**src/rtl/bit_stream_encoder.sv**
```systemverilog
// Signed word to unit-step burst encoder driving a summ accumulator cell.
// Optional BSENC_SYM_CLAMP_EN clamps the most negative input to the symmetric range.
module bit_stream_encoder #(
    parameter int data_width = 3
) (
    input  logic                  iClk,
    input  logic                  iRst,
    input  logic [data_width-1:0] iData,
    input  logic                  iValid,
    output logic                  oReady,
    input  logic                  iHold,
    output logic                  oBit,
    output logic                  oEn,
    output logic                  oBusy,
    output logic                  oDone
);

    typedef enum logic [1:0] {
        IDLE  = 2'd0,
        BURST = 2'd1,
        DONE  = 2'd2
    } state_t;

    localparam logic [data_width-1:0] ZERO_V  = {data_width{1'b0}};
    localparam logic [data_width-1:0] ONE_V   = {{(data_width-1){1'b0}}, 1'b1};
    localparam logic [data_width-1:0] MIN_V   = {1'b1, {(data_width-1){1'b0}}};
    localparam logic [data_width-1:0] MAXPOS_V = {1'b0, {(data_width-1){1'b1}}};

    state_t                state_r;
    logic [data_width-1:0] cnt_r;
    logic [data_width-1:0] mag_s;
    logic [data_width-1:0] negMag_s;
    logic [data_width-1:0] cntNext_s;

    // Magnitude of the incoming word (two's-complement negate for negatives)
    always_comb begin
        negMag_s = ~iData + ONE_V;
        mag_s    = iData;
        if (iData[data_width-1]) begin
`ifdef BSENC_SYM_CLAMP_EN
            if (iData == MIN_V) begin
                mag_s = MAXPOS_V;
            end else begin
                mag_s = negMag_s;
            end
`else
            mag_s = negMag_s;
`endif
        end else begin
            mag_s = iData;
        end
    end

    // cnt_r counts steps still owed, including the one currently strobed on oEn
    always_comb begin
        if (oEn) begin
            cntNext_s = cnt_r - ONE_V;
        end else begin
            cntNext_s = cnt_r;
        end
    end

    // Burst FSM with registered outputs
    always_ff @(posedge iClk) begin
        if (iRst) begin
            state_r <= IDLE;
            cnt_r   <= ZERO_V;
            oReady  <= 1'b1;
            oBit    <= 1'b0;
            oEn     <= 1'b0;
            oBusy   <= 1'b0;
            oDone   <= 1'b0;
        end else begin
            case (state_r)
                IDLE: begin
                    oDone <= 1'b0;
                    oEn   <= 1'b0;
                    if (iValid && oReady) begin
                        cnt_r  <= mag_s;
                        oReady <= 1'b0;
                        oBusy  <= 1'b1;
                        if (mag_s != ZERO_V) begin
                            state_r <= BURST;
                            oBit    <= ~iData[data_width-1];
                            oEn     <= 1'b1;
                        end else begin
                            state_r <= DONE;
                            oDone   <= 1'b1;
                        end
                    end else begin
                        oReady <= 1'b1;
                        oBusy  <= 1'b0;
                    end
                end
                BURST: begin
                    cnt_r <= cntNext_s;
                    if (cntNext_s == ZERO_V) begin
                        state_r <= DONE;
                        oEn     <= 1'b0;
                        oDone   <= 1'b1;
                    end else begin
                        oEn <= ~iHold;
                    end
                end
                DONE: begin
                    state_r <= IDLE;
                    oDone   <= 1'b0;
                    oEn     <= 1'b0;
                    oReady  <= 1'b1;
                    oBusy   <= 1'b0;
                end
                default: begin
                    state_r <= IDLE;
                    cnt_r   <= ZERO_V;
                    oReady  <= 1'b1;
                    oEn     <= 1'b0;
                    oBusy   <= 1'b0;
                    oDone   <= 1'b0;
                end
            endcase
        end
    end

endmodule

```
**config.mk**
```make
export PLATFORM = sky130hd
export DESIGN_NAME = bit_stream_encoder
export DESIGN_NICKNAME = d
export VERILOG_FILES = /design/src/rtl/bit_stream_encoder.sv
export SDC_FILE = /design/constraint.sdc
export NUM_CORES = 1
export LEC_CHECK = 0
export BUFFER_PORTS_ARGS = -buffer_cell sky130_fd_sc_hd__buf_4
export CORE_AREA = 2 2 39 41
export DETAILED_ROUTE_END_ITERATION = 10
export DIE_AREA = 0 0 41 43
export HOLD_SLACK_MARGIN = 0.05
export PLACE_DENSITY = 0.66
export SYNTH_ARGS = -nofsm -noshare
export SYNTH_HDL_FRONTEND = slang
export SYNTH_SLANG_ARGS = --single-unit
```
**constraint.sdc**
```tcl
create_clock -name iClk -period 2.8 [get_ports iClk]
set_input_delay 0.84 -clock iClk [delete_from_list [all_inputs] [get_ports iClk]]
set_output_delay 0.84 -clock iClk [all_outputs]
set_load 0.03 [all_outputs]
```
== Yosys cells after proc, flatten, opt, wreduce, memory -nomap -nowiden ==
Cells that the tools add are included.

* Output and inout bits: 5
* Bits in registers: 10
* Input bits: 7
* Memory bits (read-only): 0
* Memory bits (writable): 0
* Memories: 0
* Bits in latches: 0

* Eq/ne operators: 4
* Div/mod/pow operators: 0
* Order comparisons: 0
* Shift-type cells: 0
* Add/subtract/negate cells: 2
* Bitwise operators: 4
* Multiply operators: 0
* Mux-type cells: 20
* Reduce and logical (&&, ||, !) cells: 7

{| class="wikitable"
|+ Operators with widths
! cell !! number
|-
| $mux W3 || 3
|-
| $pmux W3 S3 || 1
|-
| $mux W1 || 8
|-
| $pmux W1 S2 || 4
|-
| $mux W2 || 3
|-
| $ne A2 B2 Y1 const B || 2
|-
| $pmux W2 S2 || 1
|-
| $reduce_and A2 Y1 || 2
|-
| $add A3 B1 Y3 const B || 1
|-
| $logic_not A3 Y1 || 1
|-
| $not A1 Y1 || 3
|-
| $not A3 Y3 || 1
|-
| $reduce_and A3 Y1 || 1
|-
| $reduce_bool A3 Y1 || 1
|-
| $sub A3 B1 Y3 const B || 1
|-
| $eq A2 B1 Y1 const B || 1
|-
| $eq A2 B2 Y1 const B || 1
|-
| $logic_not A2 Y1 || 1
|-
| $logic_and A1 B1 Y1 || 1
|}

== Longest topological paths before layout ==
Gate-level depths: netlist (run 1).

* Word-level depth: 7
* Depth in mapped cells: 5
* Gate-level depth less buffers: 5

== Worst setup path after synthesis (run 1) ==
No wires, ideal clock.

* Kind: input to register
* Start: in iData[0]
* End: reg cnt_r[1]
* Cell stages on the path: 5
* Data required time: 2.680 ns
* Path buffers: 0
* Setup time: 0.120 ns
* Data arrival time: 1.579 ns
* Setup slack: 1.102 ns
* Cells stage by stage: inv_1 > ha_1 > mux2i_1 > nor4_1 > o31a_1

* Word-level cells in the longest chain between the ends: 5

{| class="wikitable"
|+ RTL lines
! element !! RTL line !! text
|-
| start, declared || 8 || <nowiki>input logic [data_width-1:0] iData,</nowiki>
|-
| $not A3 Y3 || 37 || <nowiki>negMag_s = ~iData + ONE_V;</nowiki>
|-
| $add A3 B1 Y3 || 37 ||
|-
| $mux W3 || 39 || <nowiki>if (iData[data_width-1]) begin</nowiki>
|-
| $mux W3 || 78 || <nowiki>if (iValid && oReady) begin</nowiki>
|-
| $pmux W3 S3 || 74 || <nowiki>case (state_r)</nowiki>
|-
| end signal, assigned || 79 || <nowiki>cnt_r <= mag_s;</nowiki>
|-
| end signal, assigned || 96 || <nowiki>cnt_r <= cntNext_s;</nowiki>
|-
| end, declared || 30 || <nowiki>logic [data_width-1:0] cnt_r;</nowiki>
|}

No other way between the ends. The select of a mux whose other input is x is not followed.
A chain may end at the register's enable or synchronous reset.

== Final worst setup path (run 1) ==
* Start: reg oEn
* End: out oEn

{| class="wikitable"
|+ RTL lines
! element !! RTL line !! text
|-
| start, declared || 13 || <nowiki>output logic oEn,</nowiki>
|-
| start signal, assigned || 102 || <nowiki>oEn <= ~iHold;</nowiki>
|}

No word-level cell between the ends.

==> flow_summary_export.csv, run 1 <==
group,metric,value,unit
status,outcome,"completed",
floorplanning,ios,12,
grt,grt_max_degree,12,
synthesis,syn_avg_cell_area,8.49,sq um
synthesis,synth_edf_count,0,
final_layout,area_growth,17.5,%
synthesis,synth_top_area_cell,"dfxtp_1",
placement,place_hpwl,1010,um
sta,fin_setup_tns,0,ps
worst_setup_path,timing.critical_path.max_delay_family,"flip-flops",
worst_setup_path,r2r_setup_slack,1230,ps
worst_setup_path,cp.required,1960,ps
placement,dp_slack,932,ps
hold_path,hp-start,"oBusy",
clock_network,cts_tree,"built",
placement,gp_congestion,0.802,
synthesis,ys_ff_latch,10,
final_layout,multiInputGateArea,380,sq um
synthesis,synth.net_count,84,
grt,grt_pass1_vias,518,
sta,rsz0062_at_grt,"false",
sta,setup_viol,0,
worst_setup_path,worst_setup_path_start_kind,"flop",
grt,grt_pass1_wl,2240,um
placement,port_buffers,11,
synthesis,async_flop_share,0,%
hold_path,whs_endpoint,"oBusy",
floorplanning,core,0.00138,sq mm
hold_path,holdCritPathClass,"reg -> reg",
final_layout,final_util,53.3,%
clock_network,hold_buffers,0,
worst_setup_path,worst_setup_path_end_kind,"output port",
sta,period_share,65.4,%
clock_network,path_clk_slew,60,ps
clock_network,cts_root_buf,"clkbuf_4",
final_layout,nNetsFinal,94,
sta,fmax,0.546,GHz
pwr,power.density,618,mW/mm^2
clock_network,cts_repair_resize_count,0,
clock_network,cts_made_buffers,3,
routing,route.detailed.drc,0,
synthesis,synth_top_flop_cell,"dfxtp_1",
clock_network,cts_num_sinks,10,
pwr,leakage,0.290,nW
synthesis,synthTopCellsByCount,"10 x dfxtp_1, 5 x a21oi_1, 5 x buf_2, 5 x inv_1, 5 x nor2_1",
sta,whs,496,ps
routing,dr.pass1.iters,4,
routing,drtAntennaViolNets,0,
routing,drtIter0Drc,7,
clock_network,htreeDepth,1,
clock_network,post_cts_buffers,0,
clock_network,clockBufferDepth,2,
final_layout,diodes,0,
synthesis,yosysUniqueCellTypes,33,
floorplanning,fp-row-count,14,
grt,grt_overflow,0,
hold_path,hold_depth,2,
routing,via_per_inst,5.87,
routing,routed_wl,1330,um
worst_setup_path,cp_num_buf_inv,1,
floorplanning,die_x,41,um
worst_setup_path,r2r-end,"cnt_r[1]",
sta,slew_headroom,76.7,%
synthesis,syn-instance-count,74,
final_layout,n_fill_cell,149,
final_layout,drive_above_1_share,20.5,%
worst_setup_path,cp_slowest_cell,"dfxtp_1",
sta,fin_worst_skew,2.99,ps
grt,antenna_found_initial,0,
clock_network,clock_latency,270,ps
flow_run,maxCapViolations,0,
floorplanning,initial_utilization,45.4,%
floorplanning,fp.dieArea,0.00176,sq mm
sta,fin_ws,969,ps
worst_setup_path,crit_arrival,990,ps
sta,maxSlewViolCount,0,
synthesis,synth_top_area_share,31.9,%
floorplanning,die_h,43,um
worst_setup_path,path_class,"reg -> out",
worst_setup_path,crit_path_max_incr_delay,500,ps
grt,grt.total_usage,19.2,%
sta,worst_pin_slew,348,ps
worst_setup_path,cp_max_fo,9,
synthesis,netlist_top_cells_area,"dfxtp_1 32%, ha_1 6.0%, a21oi_1 4.0%, buf_2 4.0%, nand3b_1 3.6%",
worst_setup_path,cp_cell_sequence,"buf_4",
final_layout,seq_area,200,sq um
pwr,irDropWorstVdd,0.266,mV
routing,vias,581,
synthesis,yosysSeqAreaShare,31.9,%
synthesis,yosys.cell_count.top_type,"dfxtp_1",
routing,wl_per_cell,13.4,um
worst_setup_path,rr_worst_depth,5,
synthesis,ys_warn_count,0,
sta,min_period,1830,ps
synthesis,netlist_area,628,sq um
sta,hold_viol,0,
worst_setup_path,reg2reg_from,"cnt_r[0]",
==> routing by layer <==
| layer | up-vias | part of all wire [%] | global-route usage (%) |
|---|---|---|---|
| li1 | 296 | - | - |
| met4 | 0 | 2.3 | 12.0 |
| met5 | - | 0 | 0 |
| met2 | 17 | 43 | 25.6 |
| met1 | 265 | 47 | 25.6 |
| met3 | 3 | 7.4 | 6.28 |
==> layout make-up <==
class | count | share of cell area, %
Clock buffer | 4 | 4.92
Timing Repair Buffer | 11 | 11.2
Sequential cell | 10 | 27.1
Tap cell | 16 | 2.71
Inverter | 5 | 2.54
Multi-Input combinational cell | 53 | 51.5
==> logic make-up (layout without fill, tap and decap cells) <==
kind of cell             after synthesis  after routing  synth area share [%]
AND/OR/NAND/NOR                       24             24                  22.9
AO/OA/AOI/OAI                         21             21                  24.3
buffers and inverters                 11             20                  7.57
flip-flops                            10             10                  31.9
adder cells (fa/ha/maj)                3              3                  5.98
XOR/XNOR                               3              3                  4.18
multiplexers                           2              2                  3.19
==> worst min-delay path, delay by kind of cell, from the launching register on <==
kind            cells  cell delay [ps]
compound gates      1               60
flops               1              330
simple gates        1               70
==> per-stage QoR <==
| step | instances | power [mW] | area [sq um] |
|---|---|---|---|
| floorplan | 74 | 0.291 | 628 |
| global placement | 95 | 0.326 | 702 |
| detailed placement | 95 | 0.328 | 702 |
| CTS | 99 | 0.461 | 738 |
| global route | 99 | 0.492 | 738 |
| finish | 99 | 0.456 | 738 |
==> flip-flops by register name (all words and copies together), names as in the netlist <==
name	count
oDone	1
oBusy	1
oReady	1
oEn	1
cnt_r	3
state_r	2
oBit	1
==> cells in the final DEF, fill, tap and decap left out, drive strengths merged, types with 3 or more instances in the layout <==
master | synthesis | final
a21oi | 5 | 5
a31oi | 3 | 3
buf | 5 | 11
clkbuf | 1 | 4
dfxtp | 10 | 10
ha | 3 | 3
inv | 5 | 5
nand2 | 4 | 4
nand3b | 3 | 3
nor2 | 5 | 5
nor3b | 3 | 3
==> worst max path at each step <==
stage,startpoint,end,slack (ps),cells after the start
2_1_floorplan,iData[0],cnt_r[1],1100,5
3_3_place_gp,iData[0],cnt_r[1],950,6
3_5_place_dp,iData[0],cnt_r[1],930,6
4_1_cts,oEn,oEn,960,1
5_1_grt,oEn,oEn,900,1
6_report,oEn,oEn,970,1
==> power by group <==
group / switching [mW] / internal [mW]
sequential: 0.0249 / 0.159
combinational: 0.0752 / 0.0663
clock: 0.0513 / 0.0791
No activity file was read; power rests on OpenSTA's default activity.
==> run 2: changes to the inputs <==
Settings changed: CORE_AREA 2 2 39 41 to default, CORE_UTILIZATION from default to 46, DIE_AREA 0 0 41 43 to default, PLACE_DENSITY 0.66 to 0.67.
Clock period 2.8 ns to 1.65 ns, I/O delays scaled along.
==> run 2 against run 1 <==
Compared with the run above:
- core utilization increased by 11 points
- cell count increased by 1.0%
- sequential share of layout area decreased by 0.72 points
- critical path depth unchanged
- hold slack got worse by 41 ps
- total power increased by 74%
- clock power increased by 76%
- clock skew increased by 2.1 ps
- count of clock-buffer cells in the layout unchanged
- register-to-register slack got worse by 980 ps
- critical path type unchanged
==> flow_summary_export.csv, run 2 (same netlist as run 1, synthesis figures left out) <==
group,metric,value,unit
sta,fin_setup_tns,0,ps
worst_setup_path,cp.required,1150,ps
routing,via_per_inst,5.86,
placement,dpl.cell_count,96,
grt,grt_pass1_wl,2180,um
clock_network,cts_root_buf,"clkbuf_4",
worst_setup_path,crit_arrival,1010,ps
sta,min_period,1510,ps
flow_run,maxCapViolations,0,
floorplanning,ios,12,
clock_network,cts_num_sinks,10,
pwr,swShare,33.6,%
sta,fin_ws,144,ps
grt,grt.total_usage,21.9,%
final_layout,area_growth,20.7,%
placement,place_area,722,sq um
routing,route.detailed.drc,0,
pwr,pwr-share-clk,28.8,%
worst_setup_path,crit_path_max_incr_delay,510,ps
placement,place_hpwl,1040,um
sta,rsz0062_at_grt,"false",
hold_path,holdCritPathClass,"in -> reg",
pwr,power.density,1050,mW/mm^2
worst_setup_path,path_class,"reg -> out",
final_layout,n_fill_cell,106,
sta,worst_pin_slew,327,ps
sta,whs,455,ps
grt,grt_max_degree,12,
clock_network,clock_latency,270,ps
final_layout,drive_above_1_share,23.3,%
clock_network,hold_buffers,0,
worst_setup_path,cp_slowest_cell,"dfxtp_1",
status,outcome,"completed",
pwr,finalPower,793,uW
final_layout,top_register,"cnt_r",
floorplanning,core,0.00119,sq mm
floorplanning,die_h,39.0,um
sta,period_share,91.2,%
floorplanning,fp.dieArea,0.00152,sq mm
sta,slew_headroom,78.2,%
clock_network,cts_made_buffers,3,
clock_network,post_cts_buffers,0,
final_layout,nNetsFinal,97,
final_layout,diodes,0,
final_layout,largest_reg_flops,3,
final_layout,largest_registers,"cnt_r (3), state_r (2)",
grt,grt_pass1_vias,488,
worst_setup_path,worst_setup_path_end_kind,"output port",
floorplanning,initial_utilization,53.0,%
final_layout,postLayoutCellArea,758,sq um
final_layout,multiInputGateArea,380,sq um
pwr,intPower,527,uW
routing,vias,586,
pwr,p_switching,266,uW
worst_setup_path,cp_num_buf_inv,1,
final_layout,instances_no_fill,100,
floorplanning,fp-row-count,12,
sta,setup_viol,0,
routing,wl_per_cell,13.6,um
routing,routed_wl,1360,um
final_layout,seq_area,200,sq um
pwr,irDropWorstVdd,0.548,mV
placement,port_buffers,11,
sta,hold_viol,0,
worst_setup_path,cp_max_fo,9,
clock_network,cts_repair_resize_count,0,
clock_network,clockBufferDepth,2,
grt,antenna_found_initial,0,
routing,drtAntennaViolNets,0,
clock_network,cts_tree,"built",
sta,maxSlewViolCount,0,
worst_setup_path,cp_cell_sequence,"buf_4",
pwr,power_frac_seq,38.0,%
final_layout,final_util,63.9,%
worst_setup_path,worst_setup_path_start_kind,"flop",
final_layout,layout_common_cells,"14 x buf_4, 10 x dfxtp_1, 5 x inv_1, 5 x nor2_1, 5 x a21oi_1",
pwr,leakage,0.306,nW
sta,fmax,0.664,GHz
routing,dr.pass1.iters,4,
clock_network,htreeDepth,1,
floorplanning,die_x,39.0,um
worst_setup_path,timing.critical_path.max_delay_family,"flip-flops",
routing,drtIter0Drc,13,
clock_network,path_clk_slew,70,ps
final_layout,layout_commonest_cell,"buf_4",
sta,fin_worst_skew,5.10,ps
pwr,comb_power_share,33.2,%
placement,gp_congestion,0.936,
placement,dp_slack,136,ps
grt,grt_overflow,0,
[run 2: per-layer routing]
metal,vias up,part of all wire [%],track usage [%]
met5,-,0,0
met4,0,2.0,10.3
met3,3,4.8,5.20
met2,17,43,31.7
met1,262,50,30.2
li1,304,-,-
[run 2: final cells by class]
| cell class | count | area share (%) |
|---|---|---|
| multi-input combinational | 53 | 50.2 |
| tap | 14 | 2.31 |
| timing repair buffer | 14 | 13.9 |
| inverter | 5 | 2.48 |
| sequential | 10 | 26.4 |
| clock buffer | 4 | 4.79 |
[run 2: worst paths after layout]
kind              startpoint  endpoint  slack [ps]  cells past startpoint
setup / recovery         oEn       oEn         140                      1
hold / removal      iData[2]      oBit         450                      2
setup reg to reg    cnt_r[1]       oEn         250                      5
hold reg to reg        oBusy     oBusy         520                      2
[run 2: power groups by stage]
stage,Clock (mW),Sequential (mW),Combinational [mW]
floorplan,0,0.318,0.176
global placement,0,0.306,0.261
detailed placement,0,0.306,0.261
CTS,0.232,0.300,0.263
global route,0.241,0.306,0.295
finish,0.229,0.301,0.264
==> run 3: changes to the inputs <==
Settings changed: CORE_UTILIZATION 46 to 30, PLACE_DENSITY 0.67 to 0.46.
==> run 3 against run 2 <==
Compared with the run above:
- non-clock buffer count fell by 1
- clock skew fell by 3.5 ps
- combinational power shrank 2%
- critical path type unchanged
- largest power group unchanged
- cell count is 12% higher
==> flow_summary_export.csv, run 3 (same netlist as run 1, synthesis figures left out) <==
group,metric,value,unit
status,outcome,"completed",
sta,fin_setup_tns,0,ps
clock_network,cts_made_buffers,3,
routing,drtAntennaViolNets,0,
clock_network,clock_latency,270,ps
clock_network,path_clk_slew,80,ps
floorplanning,core,0.00196,sq mm
sta,fmax,0.667,GHz
final_layout,nNetsFinal,96,
routing,drtIter0Drc,13,
sta,worst_pin_slew,365,ps
sta,hold_viol,0,
sta,period_share,90.9,%
final_layout,largest_reg_flops,3,
clock_network,cts_tree,"built",
floorplanning,die_x,47.8,um
clock_network,cts_num_sinks,10,
grt,antenna_found_initial,0,
placement,dp_slack,130,ps
grt,grt_overflow,0,
sta,rsz0062_at_grt,"false",
sta,maxSlewViolCount,0,
worst_setup_path,cp_num_cells,1,
placement,gp_congestion,0.769,
final_layout,n_fill_cell,225,
floorplanning,die_h,47.8,um
worst_setup_path,cp_slowest_cell,"dfxtp_1",
floorplanning,fp-row-count,16,
routing,via_per_inst,5.22,
worst_setup_path,timing.critical_path.max_delay_family,"flip-flops",
pwr,power.density,1040,mW/mm^2
sta,fin_ws,150,ps
sta,slew_headroom,75.6,%
clock_network,htreeDepth,1,
worst_setup_path,cp_num_buf_inv,1,
clock_network,cts_root_buf,"clkbuf_4",
floorplanning,fp.dieArea,0.00228,sq mm
floorplanning,ios,12,
worst_setup_path,cp_cell_sequence,"buf_4",
routing,wl_per_cell,13.5,um
grt,grt_pass1_vias,481,
clock_network,hold_buffers,0,
pwr,leakage,0.301,nW
clock_network,cts_repair_resize_count,0,
final_layout,layout_commonest_cell,"buf_4",
routing,routed_wl,1520,um
sta,fin_worst_skew,1.58,ps
grt,grt_pass1_wl,2280,um
sta,setup_viol,0,
hold_path,holdCritPathClass,"in -> reg",
final_layout,area_growth,22.1,%
clock_network,clockBufferDepth,2,
sta,min_period,1500,ps
hold_path,hold_depth,2,
worst_setup_path,cp_max_fo,9,
grt,grt.total_usage,15.1,%
final_layout,largest_registers,"cnt_r (3), state_r (2)",
worst_setup_path,crit_path_max_incr_delay,510,ps
placement,port_buffers,11,
final_layout,layout_common_cells,"13 x buf_4, 10 x dfxtp_1, 5 x inv_1, 5 x nor2_1, 5 x a21oi_1",
placement,place_hpwl,1140,um
grt,grt_max_degree,12,
worst_setup_path,worst_setup_path_start_kind,"flop",
worst_setup_path,crit_arrival,1010,ps
routing,dr.pass1.iters,4,
final_layout,top_register,"cnt_r",
final_layout,drive_above_1_share,22.4,%
worst_setup_path,cp.required,1150,ps
final_layout,diodes,0,
clock_network,post_cts_buffers,0,
routing,vias,585,
pwr,irDropWorstVdd,0.314,mV
floorplanning,initial_utilization,32.0,%
sta,whs,461,ps
worst_setup_path,path_class,"reg -> out",
routing,route.detailed.drc,0,
flow_run,maxCapViolations,0,
worst_setup_path,rr_worst_depth,5,
worst_setup_path,worst_setup_path_end_kind,"output port",
run 3: cell count changes in the layout (fill, tap and decap cells not counted), sizes merged:
cell,delta
buf,-1
run 3: per-layer routing:
layer / routed length (um) / global-route usage [%]
met2: 684 / 21.9
met1: 725 / 20.5
met3: 77 / 2.26
met5: 0 / 0
met4: 29 / 10.0
run 3: final timing paths:
check / start / end / slack [ps]
hold / removal: iData[2] / oBit / 460
setup reg to reg: cnt_r[1] / state_r[0] / 210
hold reg to reg: oBusy / oBusy / 490
setup / recovery: oEn / oEn / 150
run 3: report_power, final:
group / internal (mW) / switching (mW)
Clock: 0.134 / 0.0982
Combinational: 0.120 / 0.140
Sequential: 0.270 / 0.0343
run 3: per-stage QoR:
stage | cell area [sq um] | std cells | total power, mW | utilization, %
global placement | 731 | 108 | 0.570 | 37.2
floorplan | 628 | 74 | 0.495 | -
detailed placement | 731 | 108 | 0.567 | 37.2
CTS | 767 | 112 | 0.801 | 39.1
finish | 767 | 112 | 0.796 | 39.1
global route | 767 | 112 | 0.843 | 39.1
run 3: area by class of cell:
| cell class | count | area (sq um) | share of cell area (%) |
|---|---|---|---|
| Clock buffer | 4 | 36.3 | 4.73 |
| Inverter | 5 | 18.8 | 2.45 |
| Multi-Input combinational cell | 53 | 380 | 49.6 |
| Tap cell | 27 | 33.8 | 4.40 |
| Timing Repair Buffer | 13 | 97.6 | 12.7 |
| Sequential cell | 10 | 200 | 26.1 |
